[src/rtl/amp_result_reader.sv]
// Amplifier result reader: FWFT FIFO of {seq no, product, scaler} with an
// in-line sequence/range checker and sticky, clearable error reporting.
module amp_result_reader #(
   parameter int RD_DATA_WIDTH = 32,
   parameter int SCALER_WIDTH  = 16,
   parameter int DEPTH         = 4
) (
   input  logic                       clk_i,
   input  logic                       rst_i,
   input  logic                       rd_val_i,
   input  logic [RD_DATA_WIDTH-1:0]   rd_data_i,
   input  logic [SCALER_WIDTH-1:0]    scaler_i,
   input  logic                       out_ready_i,
   input  logic                       clr_err_i,
   output logic                       out_valid_o,
   output logic [7:0]                 out_no_o,
   output logic [23:0]                out_result_o,
   output logic [SCALER_WIDTH-1:0]    out_scaler_o,
   output logic [$clog2(DEPTH):0]     count_o,
   output logic                       full_o,
   output logic                       empty_o,
   output logic                       overflow_o,
   output logic                       seq_err_o,
   output logic [7:0]                 err_cnt_o,
   output logic                       chk_state_o
);

   localparam int AW    = $clog2(DEPTH);
   localparam int EW    = 8 + 24 + SCALER_WIDTH;
   localparam int LIM_W = (SCALER_WIDTH + 8 > 24) ? SCALER_WIDTH + 8 : 24;
   localparam logic [AW:0] FULL_CNT = (AW+1)'(DEPTH);

   // Handshake: a pop happens on any edge where out_valid_o && out_ready_i;
   // rd_val_i is a single-cycle qualifier with no backpressure.
   typedef enum logic {SYNC = 1'b0, TRACK = 1'b1} state_t;

   logic [EW-1:0]  mem_q [DEPTH];
   logic [AW-1:0]  wr_ptr_q, wr_ptr_d;
   logic [AW-1:0]  rd_ptr_q, rd_ptr_d;
   logic [AW:0]    count_q, count_d;
   state_t         state_q, state_d;
   logic [7:0]     exp_no_q, exp_no_d;
   logic           overflow_q, overflow_d;
   logic           seq_err_q, seq_err_d;
   logic [7:0]     err_cnt_q, err_cnt_d;

   logic           pop, push;
   logic [7:0]     rd_no;
   logic [23:0]    rd_prod;
   logic [LIM_W-1:0] limit;
   logic           range_err, seq_mis, sample_err;
   logic [EW-1:0]  head;

   assign rd_no   = rd_data_i[31:24];
   assign rd_prod = rd_data_i[23:0];

   always_comb begin
      pop        = (count_q != '0) && out_ready_i;
      push       = rd_val_i && ((count_q != FULL_CNT) || pop);
      limit      = (LIM_W'(scaler_i) << 8) - LIM_W'(scaler_i);
      range_err  = LIM_W'(rd_prod) > limit;
      seq_mis    = (state_q == TRACK) && (rd_no != exp_no_q);
      sample_err = rd_val_i && (range_err || seq_mis);
   end

   always_comb begin
      wr_ptr_d = wr_ptr_q;
      rd_ptr_d = rd_ptr_q;
      count_d  = count_q;
      if (push) wr_ptr_d = wr_ptr_q + AW'(1);
      if (pop)  rd_ptr_d = rd_ptr_q + AW'(1);
      if (push && !pop)      count_d = count_q + (AW+1)'(1);
      else if (pop && !push) count_d = count_q - (AW+1)'(1);
   end

   // Checker next-state; clear wins over anything observed in the same cycle.
   always_comb begin
      state_d    = state_q;
      exp_no_d   = exp_no_q;
      overflow_d = overflow_q;
      seq_err_d  = seq_err_q;
      err_cnt_d  = err_cnt_q;
      if (clr_err_i) begin
         state_d    = SYNC;
         overflow_d = 1'b0;
         seq_err_d  = 1'b0;
         err_cnt_d  = 8'd0;
      end else begin
         if (rd_val_i) begin
            state_d  = TRACK;
            exp_no_d = rd_no + 8'd1;
         end
         if (rd_val_i && !push) overflow_d = 1'b1;
         if (sample_err) begin
            seq_err_d = 1'b1;
            if (err_cnt_q != 8'hFF) err_cnt_d = err_cnt_q + 8'd1;
         end
      end
   end

   always_ff @(posedge clk_i or posedge rst_i) begin
      if (rst_i) begin
         wr_ptr_q   <= '0;
         rd_ptr_q   <= '0;
         count_q    <= '0;
         state_q    <= SYNC;
         exp_no_q   <= 8'd0;
         overflow_q <= 1'b0;
         seq_err_q  <= 1'b0;
         err_cnt_q  <= 8'd0;
      end else begin
         wr_ptr_q   <= wr_ptr_d;
         rd_ptr_q   <= rd_ptr_d;
         count_q    <= count_d;
         state_q    <= state_d;
         exp_no_q   <= exp_no_d;
         overflow_q <= overflow_d;
         seq_err_q  <= seq_err_d;
         err_cnt_q  <= err_cnt_d;
      end
   end

   // Storage is reset so the head reads as zero right after reset.
   always_ff @(posedge clk_i or posedge rst_i) begin
      if (rst_i) begin
         for (int i = 0; i < DEPTH; i++) mem_q[i] <= '0;
      end else if (push) begin
         mem_q[wr_ptr_q] <= {rd_no, rd_prod, scaler_i};
      end
   end

   assign head         = mem_q[rd_ptr_q];
   assign out_no_o     = head[EW-1 -: 8];
   assign out_result_o = head[SCALER_WIDTH +: 24];
   assign out_scaler_o = head[SCALER_WIDTH-1:0];
   assign out_valid_o  = (count_q != '0);
   assign empty_o      = (count_q == '0);
   assign full_o       = (count_q == FULL_CNT);
   assign count_o      = count_q;
   assign overflow_o   = overflow_q;
   assign seq_err_o    = seq_err_q;
   assign err_cnt_o    = err_cnt_q;
   assign chk_state_o  = (state_q == TRACK);

endmodule

[config.mk]
export PLATFORM = sky130hd
export DESIGN_NAME = amp_result_reader
export DESIGN_NICKNAME = d
export VERILOG_FILES = /design/src/rtl/amp_result_reader.sv
export SDC_FILE = /design/constraint.sdc
export NUM_CORES = 1
export LEC_CHECK = 0
export CORE_ASPECT_RATIO = 2
export CORE_MARGIN = 8
export CORE_UTILIZATION = 51
export DETAILED_ROUTE_END_ITERATION = 12
export PLACE_DENSITY = 0.74
export SYNTH_ARGS = -nofsm -noshare
export SYNTH_HDL_FRONTEND = slang
export SYNTH_SLANG_ARGS = --single-unit
[constraint.sdc]
create_clock -name clk_i -period 7.25 [get_ports clk_i]
set_input_delay 1.45 -clock clk_i [delete_from_list [all_inputs] [get_ports clk_i]]
set_output_delay 1.45 -clock clk_i [all_outputs]
set_load 0.01 [all_outputs]
==> results by group <==
Setup path
  – Top delay family on crit path: compound AO/OA/AOI/OAI gates
  – Buf/Inv on CP: 2
  – Critical Path Start Type: input port
  – CP max FO: 12
  – Setup CP Type: in2reg
  – WP data required: 7.67 ns
  – Crit path capture type: register
  – Crit path depth: 18
  – CP cell instances: clkdlybuf4s50_1, inv_1, ha_1, or4b_4, o21bai_1, o31ai_1, o21ai_1, o31ai_1, nand2b_1, xnor2_1, ha_1, nand4_1, nor4_1, and2_1, o21ai_0, a22oi_1, o21ai_0, a21oi_1
  – Reg-to-reg endpoint: mem_q[134]
  – Slowest cell on crit path: a22oi_1
  – R2R Path Start: count_o[2]
  – Worst path arrival time: ~6.3 ns
  – FF-to-FF path depth: 5
  – R2R setup slack: 4.36 ns
  – CP max stage delay: about 0.71 ns

GRT
  – Antenna violations before repair: 0
  – Global-route total usage across every layer: 0.188
  – First-pass GRT wire length: between 30 and 40 mm
  – Vias in the first global route: 7,365
  – Largest net degree at the start of global routing: about 190
  – Overflow after GRT: 0

Clocking
  – Post-CTS sizing: 0
  – CTS tree: built
  – Clk slew on worst S/H paths: about 0.070 ns
  – Clk Tree Root Cell: clkbuf_16
  – Clk_lat worst skew: ~0.50 ns
  – Clock tree buffer depth: 3
  – H-tree Lvls: 1
  – CTS Hold Bufs: 0
  – Clock tree sinks: between 200 and 250
  – CTS Buf Count: 20
  – Postcts setup bufs: 0

Job
  – Max-cap violations: 0

Drt
  – Antenna Nets Post-Route: 0
  – Via density per instance: around 5.7
  – Pre-antenna DRT Iters: 4
  – Routed wire length: around 24 mm
  – Post-DR wirelength/cell: 20.4 microns
  – Iteration-0 DRC Markers: about 330
  – # DRC: 0
  – Via count: approximately 6,800

Die
  – I/O pin count: roughly 120
  – DIE WIDTH: about 120 microns
  – Initial core utilization: 0.516
  – Die Y-Extent: 221 microns
  – DIE AREA: 0.0262 sq mm
  – Core Rows: 75
  – Core area: approximately 0.021 sq mm

Synthesis
  – Register area share after synthesis: 0.508
  – Syn_nets: between 900 and 1,000
  – Post-synthesis simple-gate area fraction: 0.0651
  – Syn_area_per_cell: 13.1 sq um
  – Adder-Cell Fraction of Synth Area: 0.0485
  – Area leader, netlist: dfrtp_1
  – Largest family of logic cells by synthesized area: multiplexers
  – YS warnings: 0
  – Top cell type's share of synthesized area: 0.508
  – Synth Instances: just over 800
  – Async set or reset register ratio after synthesis: 1.00
  – Ranking of synthesized cells by area: dfrtp_1, mux2_2, mux4_2
  – Yosys cell types: roughly 50
  – Mux contribution to synthesized area: 0.259
  – Synth Area in Compound Gates: 0.0593
  – Most used DFF post-synth: dfrtp_1
  – Seq cells post-synth: about 220
  – Mapped Area: 0.0107 sq mm
  – Xor-xnor portion of the synthesized cell area: 0.0334
  – Post-synth EDFFs: 0

STA
  – Max_slew headroom: 0.267
  – Worst slew pin tran: 1.10 ns
  – Max Freq: roughly 170 MHz
  – Setup TNS Final: 0 ns
  – Clock Skews: ~0.0095 ns
  – Final period utilization: 0.815
  – Fin crit period: around 6 ns
  – Fin. max-slew vios: 0
  – Final Hold Viols: 0
  – Fin worst setup slack: around 1.3 ns
  – RSZ-0062 raised after global routing: no
  – Final setup viols: 0

Power
  – Peak supply drop: ~0.00042 V
  – Total power: about 5600 uW
  – Pleak: between 0.005 and 0.006 uW
  – Pwr dens: between 400 and 500 mW/mm^2

Worst hold path
  – Hold Path End: mem_q[108]
  – HP Start: mem_q[108]
  – Hold Crit Class: reg2reg
  – Hold Path Stages: 2

Place
  – Cell Area, Placed: about 0.012 sq mm
  – Pre-CTS WS: approximately 0.85 ns
  – Dpl cells: approximately 1,200
  – Gpl congestion: roughly 0.80
  – Detailed placement HPWL: 16.1 mm
  – IO buf count: ~120

Layout
  – Syn-to-layout area delta: 19.1%
  – Layout cells sized above 1: 0.274
  – Finished Cell Area: between 0.01 and 0.015 sq mm
  – Non-filler cells, final: 1,199
  – Post-layout net count: slightly above 1,000
  – Diode count: 0

Status
  – Status: completed
-- worst register-to-register path, cell delays in order (launching register included) --
cell and delay [ns]:
dfrtp_1 0.41, nor3b_1 0.16, nor2b_1 0.15, nor2_1 0.80, nand2_4 0.69, mux2_2 0.57
-- state kept, by name, indices dropped and copies added (netlist names) --
register     cells
chk_state_o      1
count_o          3
err_cnt_o        8
exp_no_q         8
mem_q          192
overflow_o       1
rd_ptr_q         2
seq_err_o        1
wr_ptr_q         2
-- synth_stat cells, types with 2 or more instances --
library cell,number
xor2_1,14
inv_1,24
xnor2_1,27
a21oi_1,21
o21a_1,3
nand3_1,13
nor3_1,4
nor4_1,2
nor2b_1,6
o21ai_0,62
and3_1,5
ha_1,40
buf_1,8
o31ai_1,3
nand2_1,69
or3_1,9
nand2b_1,3
clkbuf_1,22
a22oi_1,2
nor2_1,15
mux2_2,150
mux4_2,48
buf_2,14
o21ai_1,2
nand4_1,6
nor3_2,4
dfrtp_1,218
a21o_1,4
-- metrics by stage --
step                      hold slack (ns)  utilization
after floorplan                     0.445            -
after global placement              0.457        0.582
after detailed placement            0.469        0.582
after CTS                           0.484        0.614
after global routing                0.510        0.614
final                               0.479        0.614
-- cell usage in the layout, fill, tap and decap left out, drive strengths merged, types with 2 or more instances in the layout --
cell type / Yosys / final
and3: 5 / 5
nor4: 2 / 2
a21oi: 23 / 23
inv: 24 / 25
nor3: 8 / 8
clkbuf: 22 / 23
clkinv: 0 / 5
nor2: 15 / 15
nor2b: 6 / 6
dfrtp: 218 / 218
nand2b: 3 / 3
clkdlybuf4s50: 0 / 117
or4b: 2 / 2
mux4: 48 / 48
buf: 24 / 2
bufinv: 0 / 2
or3: 9 / 9
o21a: 3 / 3
nand3: 13 / 13
clkinvlp: 0 / 5
mux2: 150 / 150
a21o: 4 / 4
o21ai: 65 / 65
xnor2: 27 / 27
o31ai: 3 / 3
nand2: 69 / 69
nand4: 6 / 6
a22oi: 2 / 2
ha: 40 / 40
xor2: 14 / 14
-- worst max path at each step --
stage | from | to
floorplan | scaler_i[8] | err_cnt_o[5]
global placement | scaler_i[8] | err_cnt_o[1]
detailed placement | scaler_i[8] | err_cnt_o[4]
CTS | scaler_i[8] | err_cnt_o[4]
global route | scaler_i[8] | err_cnt_o[4]
finish | scaler_i[8] | err_cnt_o[4]
-- logic make-up after synthesis --
group           Yosys count
flops                   218
mux                     199
simple gates            143
compound gates          109
buf+inv                  70
xor+xnor                 41
fa+ha+maj                41
-- power breakdown --
part	internal (uW)	leakage (uW)	switching, uW
Clock	609	0.000324	477
Combinational	1450	0.00250	912
Sequential	1790	0.00263	379
-- routing by layer --
layer	track usage	part of all wire
met4	0.0476	0.018
met1	0.215	0.39
met3	0.0306	0.040
met2	0.353	0.55
met5	0	0
-- final cells by class --
class / count / area [sq um]
clock inverter: 13 / 146
sequential: 218 / 5460
clock buffer: 23 / 532
multi-input combinational: 533 / 5030
fill: 1675 / 8040
timing repair buffer: 119 / 1200
tap: 269 / 337
inverter: 24 / 93.8
Note: power is estimated with default switching activity, not from simulation.
